## config.mk

```make
export PLATFORM = sky130hd
export DESIGN_NAME = spart_driver_flat
export DESIGN_NICKNAME = d
export VERILOG_FILES = /design/src/rtl/spart_pkg.sv /design/src/rtl/spart_driver_if.sv /design/src/rtl/spart_cfg_sync.sv /design/src/rtl/spart_driver.sv /design/src/flat_wrapper.sv
export SDC_FILE = /design/constraint.sdc
export NUM_CORES = 1
export LEC_CHECK = 0
export BUFFER_PORTS_ARGS = -buffer_cell sky130_fd_sc_hd__buf_2
export CAP_MARGIN = 25
export CORE_MARGIN = 2
export CORE_UTILIZATION = 29
export CTS_CLUSTER_DIAMETER = 50
export DETAILED_ROUTE_END_ITERATION = 10
export GPL_ROUTABILITY_DRIVEN = 1
export PLACE_DENSITY = 0.53
export REMOVE_ABC_BUFFERS = 1
export SKIP_CTS_REPAIR_TIMING = 1
export SLEW_MARGIN = 0
export SYNTH_ARGS = -nofsm -noshare
export SYNTH_HDL_FRONTEND = slang
export SYNTH_SLANG_ARGS = --single-unit
```

## constraint.sdc

```tcl
create_clock -name clk -period 1.5 [get_ports clk]
set_input_delay 0.075 -clock clk [delete_from_list [all_inputs] [get_ports clk]]
set_output_delay 0.075 -clock clk [all_outputs]
set_load 0.05 [all_outputs]
```

## src/rtl/spart_pkg.sv

```systemverilog
// Shared types and constants for the SPART processor-side driver.
// Holds the bus address enum, FSM states and baud divisor table.
package spart_pkg;

  typedef enum logic [1:0] {
    ADDR_BUF  = 2'b00,
    ADDR_STAT = 2'b01,
    ADDR_DBL  = 2'b10,
    ADDR_DBH  = 2'b11
  } ioaddr_e;

  typedef enum logic [2:0] {
    CFG_LO,
    CFG_HI,
    WAIT_RDA,
    READ,
    WAIT_TBR,
    WRITE
  } state_e;

  // Clocks per bit, indexed by br_cfg (entry 0 is rightmost).
  localparam logic [3:0][15:0] DIVISOR = {
    16'd81,
    16'd163,
    16'd326,
    16'd651
  };

  // ASCII 'a'..'z' folded to upper case; all else passes through.
  function automatic logic [7:0] upcase(
    input logic [7:0] b
  );
    if (b >= 8'h61 && b <= 8'h7A) begin
      return b - 8'h20;
    end
    return b;
  endfunction

endpackage

```

## src/rtl/spart_driver_if.sv

```systemverilog
// SPART bus between the driver (master) and the transceiver (slave).
// master: drives iocs/iorw/ioaddr/data_out, reads rda/tbr/data_in.
interface spart_driver_if;

  logic       rda;
  logic       tbr;
  logic [7:0] data_in;
  logic       iocs;
  logic       iorw;
  logic [1:0] ioaddr;
  logic [7:0] data_out;

  modport master (
    input  rda,
    input  tbr,
    input  data_in,
    output iocs,
    output iorw,
    output ioaddr,
    output data_out
  );

  modport slave (
    output rda,
    output tbr,
    output data_in,
    input  iocs,
    input  iorw,
    input  ioaddr,
    input  data_out
  );

endinterface

```

## src/rtl/spart_cfg_sync.sv

```systemverilog
// Multi-flop synchronizer for the asynchronous br_cfg switches.
// Ports: clk, rst_n, br_cfg_i (async), cfg_cur_i (latched config),
// cfg_sync_o (synchronized value), chg_o (sync value != cfg_cur_i).
module spart_cfg_sync #(
  parameter int SYNC_STAGES = 2
) (
  input  logic       clk,
  input  logic       rst_n,
  input  logic [1:0] br_cfg_i,
  input  logic [1:0] cfg_cur_i,
  output logic [1:0] cfg_sync_o,
  output logic       chg_o
);

  logic [SYNC_STAGES-1:0][1:0] sync_q;

  always_ff @(posedge clk) begin
    if (!rst_n) begin
      sync_q <= '0;
    end else begin
      sync_q[0] <= br_cfg_i;
      for (int i = 1; i < SYNC_STAGES; i++) begin
        sync_q[i] <= sync_q[i-1];
      end
    end
  end

  assign cfg_sync_o = sync_q[SYNC_STAGES-1];
  assign chg_o      = (sync_q[SYNC_STAGES-1] != cfg_cur_i);

endmodule

```

## src/rtl/spart_driver.sv

```systemverilog
// Processor-side SPART sequencer: programs the baud divisor from
// br_cfg after reset, then echoes every received byte back.
// Ports: clk, rst_n (sync, active low), br_cfg (async switches),
// bus (spart_driver_if.master: rda/tbr/data_in in,
// iocs/iorw/ioaddr/data_out out), cfg_done, rx_count.
// Optional: define SPART_DRV_UPCASE_EN to upper-case echoed a..z.
module spart_driver
  import spart_pkg::*;
#(
  parameter int SYNC_STAGES = 2
) (
  input  logic                 clk,
  input  logic                 rst_n,
  input  logic [1:0]           br_cfg,
  spart_driver_if.master       bus,
  output logic                 cfg_done,
  output logic [7:0]           rx_count
);

  state_e     state_q, state_d;
  logic [1:0] cfg_cur_q, cfg_cur_d;
  logic [7:0] hold_q, hold_d;
  logic       iocs_q, iocs_d;
  logic       iorw_q, iorw_d;
  ioaddr_e    ioaddr_q, ioaddr_d;
  logic [7:0] dout_q, dout_d;
  logic       done_q, done_d;
  logic [7:0] cnt_q, cnt_d;

  logic [1:0] cfg_sync;
  logic       cfg_chg;

  spart_cfg_sync #(
    .SYNC_STAGES (SYNC_STAGES)
  ) u_sync (
    .clk        (clk),
    .rst_n      (rst_n),
    .br_cfg_i   (br_cfg),
    .cfg_cur_i  (cfg_cur_q),
    .cfg_sync_o (cfg_sync),
    .chg_o      (cfg_chg)
  );

  // Outputs are registered. Divisor bytes go out on the edge that
  // leaves CFG_LO/CFG_HI, so reset can park in CFG_LO with the bus
  // idle. Read/write pulses are raised on the edge entering
  // READ/WRITE, so iocs is high exactly while in those states.
  always_comb begin
    state_d   = state_q;
    cfg_cur_d = cfg_cur_q;
    hold_d    = hold_q;
    iocs_d    = 1'b0;
    iorw_d    = 1'b1;
    ioaddr_d  = ADDR_BUF;
    dout_d    = dout_q;
    done_d    = done_q;
    cnt_d     = cnt_q;
    unique case (state_q)
      CFG_LO: begin
        cfg_cur_d = cfg_sync;
        iocs_d    = 1'b1;
        iorw_d    = 1'b0;
        ioaddr_d  = ADDR_DBL;
        dout_d    = DIVISOR[cfg_sync][7:0];
        state_d   = CFG_HI;
      end
      CFG_HI: begin
        iocs_d   = 1'b1;
        iorw_d   = 1'b0;
        ioaddr_d = ADDR_DBH;
        dout_d   = DIVISOR[cfg_cur_q][15:8];
        state_d  = WAIT_RDA;
      end
      WAIT_RDA: begin
        // A switch change beats a pending byte; the
        // byte stays in the SPART until we come back.
        if (cfg_chg) begin
          done_d  = 1'b0;
          state_d = CFG_LO;
        end else begin
          done_d = 1'b1;
          if (bus.rda) begin
            iocs_d   = 1'b1;
            iorw_d   = 1'b1;
            ioaddr_d = ADDR_BUF;
            state_d  = READ;
          end
        end
      end
      READ: begin
        hold_d  = bus.data_in;
        state_d = WAIT_TBR;
      end
      WAIT_TBR: begin
        if (bus.tbr) begin
          iocs_d   = 1'b1;
          iorw_d   = 1'b0;
          ioaddr_d = ADDR_BUF;
`ifdef SPART_DRV_UPCASE_EN
          dout_d   = upcase(hold_q);
`else
          dout_d   = hold_q;
`endif
          cnt_d    = cnt_q + 8'd1;
          state_d  = WRITE;
        end
      end
      WRITE: begin
        state_d = WAIT_RDA;
      end
      default: begin
        state_d = CFG_LO;
      end
    endcase
  end

  always_ff @(posedge clk) begin
    if (!rst_n) begin
      state_q   <= CFG_LO;
      cfg_cur_q <= 2'b00;
      hold_q    <= 8'h00;
      iocs_q    <= 1'b0;
      iorw_q    <= 1'b1;
      ioaddr_q  <= ADDR_BUF;
      dout_q    <= 8'h00;
      done_q    <= 1'b0;
      cnt_q     <= 8'h00;
    end else begin
      state_q   <= state_d;
      cfg_cur_q <= cfg_cur_d;
      hold_q    <= hold_d;
      iocs_q    <= iocs_d;
      iorw_q    <= iorw_d;
      ioaddr_q  <= ioaddr_d;
      dout_q    <= dout_d;
      done_q    <= done_d;
      cnt_q     <= cnt_d;
    end
  end

  assign bus.iocs     = iocs_q;
  assign bus.iorw     = iorw_q;
  assign bus.ioaddr   = ioaddr_q;
  assign bus.data_out = dout_q;
  assign cfg_done     = done_q;
  assign rx_count     = cnt_q;

endmodule
```

## src/flat_wrapper.sv

```systemverilog
// flat-port wrapper written by rule: the top's interface ports become plain ports
module spart_driver_flat import spart_pkg::*;
#(
  parameter int SYNC_STAGES = 2
)
  (clk, rst_n, br_cfg, cfg_done, rx_count, bus_rda, bus_tbr, bus_data_in, bus_iocs, bus_iorw, bus_ioaddr, bus_data_out);
  spart_driver_if bus_i ();
  input  logic clk;
  input  logic rst_n;
  input  logic [1:0] br_cfg;
  output logic cfg_done;
  output logic [7:0] rx_count;
  input wire logic [$bits(bus_i.rda)-1:0] bus_rda;
  input wire logic [$bits(bus_i.tbr)-1:0] bus_tbr;
  input wire logic [$bits(bus_i.data_in)-1:0] bus_data_in;
  output wire logic [$bits(bus_i.iocs)-1:0] bus_iocs;
  output wire logic [$bits(bus_i.iorw)-1:0] bus_iorw;
  output wire logic [$bits(bus_i.ioaddr)-1:0] bus_ioaddr;
  output wire logic [$bits(bus_i.data_out)-1:0] bus_data_out;
  assign bus_i.rda = bus_rda;
  assign bus_i.tbr = bus_tbr;
  assign bus_i.data_in = bus_data_in;
  assign bus_iocs = bus_i.iocs;
  assign bus_iorw = bus_i.iorw;
  assign bus_ioaddr = bus_i.ioaddr;
  assign bus_data_out = bus_i.data_out;
  spart_driver #(.SYNC_STAGES(SYNC_STAGES)) u_core (.clk(clk), .rst_n(rst_n), .br_cfg(br_cfg), .bus(bus_i), .cfg_done(cfg_done), .rx_count(rx_count));
endmodule
```

==> metrics.yaml, run 1 <==
cts:
  cts-root-buf: "clkbuf_8"
  clock_latency_ns: 0.29
  cts_tree: "done"
  cts_max_path_buffers: 2
  cts.sink_count: 38
  h-tree-depth: 2
  numCtsBuffers: 5
  clk_pin_slew_ns: 0.07
setup_path:
  cp-end-kind: "register"
  startpoint_type: "register"
  worstSetupPathType: "reg -> reg"
  worst_path_max_delay_cell: "dfxtp_1"
  crit_arrival_ns: 1.53
  critPathRequiredTime_ns: 1.69
  critPathTopFamily: "flip-flops"
  cp_max_fo: 22
  cp_num_buf_inv: 2
  worstPathCellList: "buf_12, nand3b_1, buf_4, mux2i_1, nor2b_1"
  max_stage_delay_ns: 0.46
grt:
  grt_max_degree: 26
  antenna_found_initial: 0
  grtUsageTotal_pct: 12.2
  overflow: 0
  grt_pass1_wl_um: 5980
  grt_pass1_vias: 1255
route:
  vias_per_cell: 4.52
  dr_total_vias: 1306
  drt_iter0_markers: 59
  detail-route-antenna-nets: 0
  drc: 0
  drtPass1Iterations: 4
  wl_per_cell_um: 11.8
  wl_um: 3420
hold_path:
  hold_path_class: "in -> reg"
sta:
  worst_clock_skew_ns: 0.00630
  setup_viol: 0
  layout_min_cycle_time_ns: 1.35
  slew_violations: 0
  whs_ns: 0.0366
  slew_headroom_pct: 74.0
  period_share_pct: 89.9
  fmax_mhz: 742
  rsz0062_at_grt: "no"
  hold_violations: 0
  worst_pin_slew_ns: 0.389
pwr:
  p_total_mw: 2.26
  p_leak_nw: 0.952
  vdd_drop_max_uv: 437
  power_density_nw_per_um2: 1090
logic_synthesis:
  ys_warn_count: 0
  yosysUniqueCellTypes: 39
  synthCells: 173
  synthesis.area_sq_um: 1650
  ys_seq_area_share_pct: 46.0
  avgSynthCellArea_sq_um: 9.56
  synth-edff-count: 0
  async_reset_ff_share_pct: 0
  ys_seq_elements: 38
  ys.flop_type: "dfxtp_1"
job:
  drv_cap: 0
layout:
  final_layout_size_suffix_gt1_share_pct: 26.7
  synthToLayoutAreaGrowth_pct: 25.0
  fin_area_sq_um: 2070
  final_util_pct: 37.6
  antenna_cells: 0
  nNetsFinal: 231
floorplan:
  coreArea_sq_um: 5510
  rows: 27
  initial_core_util_pct: 30.0
  fp.dieW_um: 79.5
  die_y_um: 79.5
  die_area_sq_um: 6320
  io_pins: 35
placed_design:
  portBuffers: 34
  place_area_sq_um: 1940
  dpl.hpwl_um: 2550
  routabilityCongestion: 0.810
run_status:
  status: "complete, no violations"
==> metrics by stage <==
stage / instances / setup slack (ns) / setup TNS, ns
final: 289 / 0.152 / 0
after global routing: 289 / 0.0149 / 0
after CTS: 287 / 0.0127 / 0
after detailed placement: 279 / 0.0545 / 0
after global placement: 279 / 0.0487 / 0
after floorplan: 163 / -0.0618 / -0.421
==> registers in the layout, indices dropped and copies added (netlist names) <==
signal                    flops
u_core.state_q                3
u_core.bus.ioaddr             2
u_core.bus.data_out           8
u_core.cfg_done               1
u_core.rx_count               8
u_core.u_sync.sync_q          2
u_core.bus.iocs               1
u_core.bus.iorw               1
u_core.cfg_cur_q              2
u_core.u_sync.cfg_sync_o      2
u_core.hold_q                 8
==> power breakdown <==
part | leakage (nW) | internal (mW) | switching [mW]
registers | 0.311 | 1.07 | 0.0421
logic | 0.594 | 0.152 | 0.277
clock network | 0.0472 | 0.369 | 0.355
total | 0.952 | 1.59 | 0.674
==> logic make-up after synthesis <==
group / Yosys count / share of synthesized area, %
and+or+nand+nor: 65 / 24.0
xor gates and xnor gates: 9 / 5.22
buffers and inverters: 15 / 4.61
AOI/OAI and AO/OA: 34 / 12.8
DFF: 38 / 46.0
muxes: 11 / 6.66
adders and majority gates: 1 / 0.756
==> Yosys cell counts (2+ instances only) <==
cell type	instances	area share, %
a21boi_0	3	1.4
a21oi_1	4	1.2
a22oi_1	2	0.91
a31oi_1	2	0.76
and2_1	10	3.8
buf_2	4	1.2
buf_6	2	1.4
clkbuf_1	4	0.91
dfxtp_1	38	46
inv_1	5	1.1
mux2i_1	11	6.7
nand2_1	10	2.3
nand2b_1	4	1.5
nand3_1	3	0.91
nand3b_1	3	1.4
nor2_1	7	1.6
nor2b_1	15	5.7
nor3_1	4	1.2
o21ai_0	14	4.2
o22ai_1	2	0.76
or3_1	2	0.76
xnor2_1	4	2.1
xor2_1	4	2.1
==> per-layer routing <==
layer | share of wire, % | GRT usage (%)
met2 | 44 | 18.1
met5 | 0 | 0
met4 | 1.8 | 5.17
met1 | 49 | 16.6
met3 | 5.4 | 3.17
==> cell type report <==
type | instances | area, sq um
inverter | 5 | 18.8
clock buffer | 6 | 82.6
clock inverter | 2 | 12.5
tap | 72 | 90.1
multi-input combinational | 120 | 825
timing repair buffer | 46 | 278
sequential | 38 | 762
fill | 568 | 3440
==> layout by cell type (no fill, tap or decap), types with 2 or more instances in the layout <==
master,n
xnor2_1,4
nor2_1,7
buf_2,34
a21boi_0,3
a31oi_1,2
nand3b_1,3
o22ai_1,2
nor3_1,4
mux2i_1,11
or3_1,2
nand3_1,3
nand2_1,10
and2_1,10
nor2b_1,15
a21oi_1,4
dlygate4sd3_1,2
nand2b_1,4
inv_1,5
clkbuf_8,6
dfxtp_1,37
o21ai_0,14
xor2_1,4
buf_4,9
a22oi_1,2
==> final timing paths <==
check | start | end | slack, ns | cells past startpoint
setup / recovery | u_core.state_q[2]$_SDFFE_PN0P_ | u_core.hold_q[2]$_SDFFE_PN0P_ | 0.15 | 5
setup reg to reg | u_core.state_q[2]$_SDFFE_PN0P_ | u_core.hold_q[2]$_SDFFE_PN0P_ | 0.15 | 5
hold reg to reg | u_core.u_sync.sync_q[1]$_SDFF_PN0_ | u_core.u_sync.cfg_sync_o[1]$_SDFF_PN0_ | 0.44 | 1
hold / removal | bus_data_in[1] | u_core.hold_q[1]$_SDFFE_PN0P_ | 0.04 | 3
==> worst min-delay path, cell delays in order <==
cell     delay, ns
buf_2         0.07
mux2i_1       0.05
nor2b_1       0.09
(Power assumes the default switching activity.)
==> run 2: changes to the inputs <==
Settings changed: SETUP_SLACK_MARGIN set to 0.2.
==> run 2 against run 1 <==
Compared with the run above:
- sequential power hardly changed
- via count rose by 2.8%
- power rose by 2.0%
- combinational power increased by 12%
- cell count is 2.4% higher
- wire length increased by 6.7%
- maximum frequency grew 8.5%
- hold slack improved by 0.0016 ns
- critical endpoint is now u_core.rx_count[5]$_SDFFE_PN0P_
- non-clock buffer count up 7
==> metrics.yaml, run 2 (synthesized netlist as in run 1, its figures left out) <==
run_status:
  status: "complete, no violations"  # unchanged
cts:
  clk_pin_slew_ns: 0.07  # about the same
  cts.sink_count: 38  # unchanged
  cts_max_path_buffers: 2  # unchanged
  h-tree-depth: 2  # unchanged
  cts-root-buf: "clkbuf_8"  # unchanged
  clock_latency_ns: 0.29  # about the same
  numCtsBuffers: 5  # unchanged
  cts_tree: "done"  # unchanged
route:
  wl_um: 3650  # was 3420 um
  dr_total_vias: 1342  # was 1306
  wl_per_cell_um: 12.3  # was 11.8 um
  drc: 0  # unchanged
  drtPass1Iterations: 4  # unchanged
  vias_per_cell: 4.53  # was 4.52
  drt_iter0_markers: 71  # was 59
  detail-route-antenna-nets: 0  # unchanged
layout:
  most-common-layout-cells: "35 x buf_2, 32 x dfxtp_1, 15 x nor2b_1"  # was 37 x dfxtp_1, 34 x buf_2, 15 x nor2b_1
  mostFrequentLayoutCell: "buf_2"  # was dfxtp_1
  n_fill_cell: 558  # was 568
  final_layout_size_suffix_gt1_share_pct: 33.0  # was 26.7%
  nNetsFinal: 238  # was 231
  fin_cells: 296  # was 289
  synthToLayoutAreaGrowth_pct: 32.4  # was 25.0%
  antenna_cells: 0  # unchanged
setup_path:
  worst_path_max_delay_cell: "dfxtp_2"  # was dfxtp_1
  r2r_start: "u_core.state_q[1]$_SDFFE_PN0P_"  # was u_core.state_q[2]$_SDFFE_PN0P_
  worstPathCellList: "nand4b_1, nor3_1, xor2_1, and2_1"  # was buf_12, nand3b_1, buf_4, mux2i_1, nor2b_1
  critPathRequiredTime_ns: 1.69  # about the same
  cp_max_fo: 4  # was 22
  cp-startpoint: "u_core.state_q[1]$_SDFFE_PN0P_"  # was u_core.state_q[2]$_SDFFE_PN0P_
  max_stage_delay_ns: 0.34  # was 0.46 ns
  startpoint_type: "register"  # unchanged
  worstSetupPathType: "reg -> reg"  # unchanged
  cp-end-kind: "register"  # unchanged
  crit_arrival_ns: 1.43  # was 1.53 ns
hold_path:
  hold_path_class: "in -> reg"  # unchanged
  worstHoldStart: "bus_data_in[1]"  # unchanged
sta:
  period_share_pct: 82.9  # was 89.9%
  worst_clock_skew_ns: 0.00575  # was 0.00630 ns
  hold_violations: 0  # unchanged
  layout_min_cycle_time_ns: 1.24  # was 1.35 ns
  slew_headroom_pct: 74.1  # was 74.0%
  fmax_mhz: 804  # was 742 MHz
  rsz0062_at_grt: "yes"  # was no
  setup_tns_ns: 0  # unchanged
  worst_pin_slew_ns: 0.388  # was 0.389 ns
  slew_violations: 0  # unchanged
  setup_viol: 0  # unchanged
floorplan:
  rows: 27  # unchanged
  initial_core_util_pct: 30.0  # unchanged
  fp.dieW_um: 79.5  # unchanged
  io_pins: 35  # unchanged
  die_area_sq_um: 6320  # unchanged
  die_y_um: 79.5  # unchanged
  coreArea_sq_um: 5510  # unchanged
job:
  drv_cap: 0  # unchanged
placed_design:
  dp_cells: 279  # unchanged
  routabilityCongestion: 0.810  # unchanged
  dpl.hpwl_um: 2550  # unchanged
  portBuffers: 34  # unchanged
grt:
  grt_pass1_wl_um: 5980  # unchanged
  overflow: 0  # unchanged
  grtUsageTotal_pct: 12.2  # unchanged
  grt_pass1_vias: 1255  # unchanged
  grt_max_degree: 26  # unchanged
  antenna_found_initial: 0  # unchanged
pwr:
  vdd_drop_max_uv: 441  # was 437 uV
  power_density_nw_per_um2: 1060  # was 1090 nW/um^2
  p_leak_nw: 1.01  # was 0.952 nW
run 2: path summary, 6_finish.rpt:
path | to | slack [ns] | depth (start not counted)
setup / recovery | u_core.rx_count[5]$_SDFFE_PN0P_ | 0.26 | 4
setup reg to reg | u_core.rx_count[5]$_SDFFE_PN0P_ | 0.26 | 4
hold / removal | u_core.hold_q[1]$_SDFFE_PN0P_ | 0.04 | 3
hold reg to reg | u_core.u_sync.cfg_sync_o[1]$_SDFF_PN0_ | 0.44 | 1
run 2: final cells by class:
| class | count | area [sq um] | share of cell area (%) |
|---|---|---|---|
| Timing Repair Buffer | 53 | 365 | 16.7 |
| Multi-Input combinational cell | 120 | 847 | 38.7 |
| Clock buffer | 6 | 82.6 | 3.77 |
| Tap cell | 72 | 90.1 | 4.11 |
| Sequential cell | 38 | 773 | 35.3 |
| Clock inverter | 2 | 12.5 | 0.571 |
| Inverter | 5 | 18.8 | 0.857 |
run 2: per-layer routing:
metal  vias to the layer above  part of all wire [%]  global-route usage (%)
met3                         7                   5.6                    3.17
met4                         0                   1.7                    5.17
li1                        693                     -                       -
met2                        32                    44                    18.1
met1                       610                    49                    16.6
met5                         -                     0                       0
run 2: per-stage QoR:
stage,cell area [sq um],setup slack (ns),utilization [%],hold slack [ns],power (mW)
3_5_place_dp,1940,0.0545,35.3,0.285,1.56
6_report,2190,0.257,39.8,0.0382,2.31
4_1_cts,2040,0.0127,37.0,-0.0252,2.30
3_3_place_gp,1940,0.0487,35.3,0.280,1.56
5_1_grt,2190,0.148,39.8,0.0499,2.42
2_1_floorplan,1600,-0.0618,-,0.157,1.41
run 2: power breakdown:
group          switching, mW  total (mW)  internal (mW)
Combinational          0.295       0.482          0.186
Clock                  0.352       0.721          0.369
Sequential            0.0387        1.11           1.07
run 2: critical path: cells and delay by family, from the launching register on:
| family | cells | cell delay, ns |
|---|---|---|
| and+or+nand+nor | 3 | 0.72 |
| xor gates and xnor gates | 1 | 0.08 |
| DFF | 1 | 0.34 |
==> run 3: changes to the inputs <==
Clock period 1.5 ns to 1.3 ns, I/O delays scaled along.
==> run 3 against run 2 <==
Compared with the run above:
- largest cell class unchanged
- maximum frequency fell by 1.7%
- flip-flop and latch count unchanged
- sequential share of layout area shrank 3.1 points
- register-to-register slack got worse by 0.22 ns
- largest power group unchanged
==> metrics.yaml, run 3 (synthesized netlist as in run 1, its figures left out) <==
run_status:
  status: "complete, no violations"  # unchanged
route:
  drtPass1Iterations: 4  # unchanged
  wl_um: 4070  # was 3650 um
  wl_per_cell_um: 13.1  # was 12.3 um
  drt_iter0_markers: 35  # was 71
  drc: 0  # unchanged
  dr_total_vias: 1423  # was 1342
  vias_per_cell: 4.56  # was 4.53
  detail-route-antenna-nets: 0  # unchanged
grt:
  grt_pass1_wl_um: 6240  # was 5980 um
  overflow: 0  # unchanged
  grtUsageTotal_pct: 12.8  # was 12.2%
  grt_pass1_vias: 1329  # was 1255
  grt_max_degree: 20  # was 26
  antenna_found_initial: 0  # unchanged
hold_path:
  worstHoldStart: "bus_data_in[5]"  # was bus_data_in[1]
  hold_path_class: "in -> reg"  # unchanged
  holdPathStages: 3  # unchanged
  hold_path_end: "u_core.hold_q[5]$_SDFFE_PN0P_"  # was u_core.hold_q[1]$_SDFFE_PN0P_
placed_design:
  portBuffers: 34  # unchanged
  routabilityCongestion: 0.769  # was 0.810
  dpl.hpwl_um: 2700  # was 2550 um
  pre_cts_slack_ns: -0.0112  # was 0.0545 ns
  place_area_sq_um: 2060  # was 1940 sq um
sta:
  worst_pin_slew_ns: 0.323  # was 0.388 ns
  setup_viol: 0  # unchanged
  rsz0062_at_grt: "yes"  # unchanged
  period_share_pct: 97.2  # was 82.9%
  slew_headroom_pct: 78.4  # was 74.1%
  fmax_mhz: 791  # was 804 MHz
  hold_violations: 0  # unchanged
  slew_violations: 0  # unchanged
  setup_ws_ns: 0.0360  # was 0.257 ns
  setup_tns_ns: 0  # unchanged
  layout_min_cycle_time_ns: 1.26  # was 1.24 ns
  worst_clock_skew_ns: 0.00355  # was 0.00575 ns
job:
  drv_cap: 0  # unchanged
floorplan:
  fp.dieW_um: 79.5  # unchanged
  die_y_um: 79.5  # unchanged
  rows: 27  # unchanged
  coreArea_sq_um: 5510  # unchanged
  initial_core_util_pct: 30.0  # unchanged
  io_pins: 35  # unchanged
  die_area_sq_um: 6320  # unchanged
layout:
  n_fill_cell: 533  # was 558
  mostFrequentLayoutCell: "buf_2"  # unchanged
  final_layout_size_suffix_gt1_share_pct: 44.2  # was 33.0%
  fin_area_sq_um: 2450  # was 2190 sq um
  synthToLayoutAreaGrowth_pct: 47.9  # was 32.4%
  most-common-layout-cells: "32 x buf_2, 29 x dfxtp_1, 25 x buf_4"  # was 35 x buf_2, 32 x dfxtp_1, 15 x nor2b_1
  final_util_pct: 44.4  # was 39.8%
  nNetsFinal: 254  # was 238
  antenna_cells: 0  # unchanged
cts:
  h-tree-depth: 2  # unchanged
  clk_pin_slew_ns: 0.08  # was 0.07 ns
  cts.sink_count: 38  # unchanged
  cts_tree: "done"  # unchanged
  clock_latency_ns: 0.29  # about the same
  cts-root-buf: "clkbuf_8"  # unchanged
  numCtsBuffers: 5  # unchanged
  cts_max_path_buffers: 2  # unchanged
pwr:
  vdd_drop_max_uv: 588  # was 441 uV
  clkPwrFrac_pct: 39.1  # was 31.2%
  pwr-share-seq_pct: 40.4  # was 47.9%
  power_density_nw_per_um2: 1290  # was 1060 nW/um^2
  p_sw_mw: 0.836  # was 0.686 mW
  p_int_mw: 2.33  # was 1.62 mW
  comb_power_share_pct: 20.5  # was 20.8%
  swShare_pct: 26.4  # was 29.7%
  p_leak_nw: 1.11  # was 1.01 nW
setup_path:
  rr_endpoint: "u_core.rx_count[5]$_SDFFE_PN0P_"  # unchanged
  ff2ff_path_depth: 4  # unchanged
  r2r_start: "u_core.state_q[1]$_SDFFE_PN0P_"  # unchanged
  startpoint_type: "register"  # unchanged
  cp-end-kind: "register"  # unchanged
  critPathRequiredTime_ns: 1.49  # was 1.69 ns
  crit_arrival_ns: 1.45  # was 1.43 ns
  rrSetupSlack_ns: 0.04  # was 0.26 ns
  cp_max_fo: 5  # was 4
  worstSetupPathType: "reg -> reg"  # unchanged
-- run 3: changes by cell type in the layout (fill, tap and decap cells not counted), sizes merged --
cell / delta
clkinv: -1
bufinv: +2
clkinvlp: -1
buf: +14
clkbuf: +2
-- run 3: stage by stage --
step | cells | total power, mW | hold WS [ns]
5_1_grt | 312 | 3.31 | 0.0315
2_1_floorplan | 163 | 1.63 | 0.147
3_5_place_dp | 295 | 1.88 | 0.275
6_report | 312 | 3.17 | 0.0286
3_3_place_gp | 295 | 1.87 | 0.270
4_1_cts | 303 | 3.12 | -0.0333
-- run 3: worst max-delay path, cell delays in order (launching register included) --
cell      delay (ns)
dfxtp_4         0.36
nand4b_1        0.29
nor3_1          0.27
xor2_1          0.09
and2_1          0.15
-- run 3: layout make-up --
type                       count  area (sq um)  area share, %
tap                           72          90.1           3.68
timing repair buffer          69           495           20.3
inverter                       5          18.8          0.767
clock buffer                   6          82.6           3.38
clock inverter                 2          60.1           2.46
multi-input combinational    120           912           37.3
sequential                    38           787           32.2
-- run 3: power groups by stage --
stage	clock network [mW]	registers (mW)	logic (mW)
floorplan	0	1.46	0.171
global route	1.33	1.29	0.701
detailed placement	0	1.31	0.570
CTS	1.27	1.28	0.572
finish	1.24	1.28	0.650
global placement	0	1.31	0.568
-- run 3: how the worst max path moves through the flow --
stage	endpoint	slack [ns]	startpoint
2_1_floorplan	u_core.rx_count[7]$_SDFFE_PN0P_	-0.26	u_core.rx_count[2]$_SDFFE_PN0P_
3_5_place_dp	u_core.hold_q[7]$_SDFFE_PN0P_	-0.01	u_core.state_q[2]$_SDFFE_PN0P_
4_1_cts	u_core.hold_q[7]$_SDFFE_PN0P_	-0.04	u_core.state_q[2]$_SDFFE_PN0P_
6_report	u_core.rx_count[5]$_SDFFE_PN0P_	0.04	u_core.state_q[1]$_SDFFE_PN0P_
3_3_place_gp	u_core.rx_count[7]$_SDFFE_PN0P_	0.001	u_core.state_q[1]$_SDFFE_PN0P_
5_1_grt	u_core.rx_count[7]$_SDFFE_PN0P_	-0.04	u_core.state_q[0]$_SDFFE_PN0P_
-- run 3: metal layers --
layer  vias up  wire length [um]  global-route usage [%]
met2        27              1930                    20.3
met4         0                73                    4.66
li1        728                 -                       -
met3         7               158                    3.28
met1       661              1910                    16.7
met5         -                 0                       0
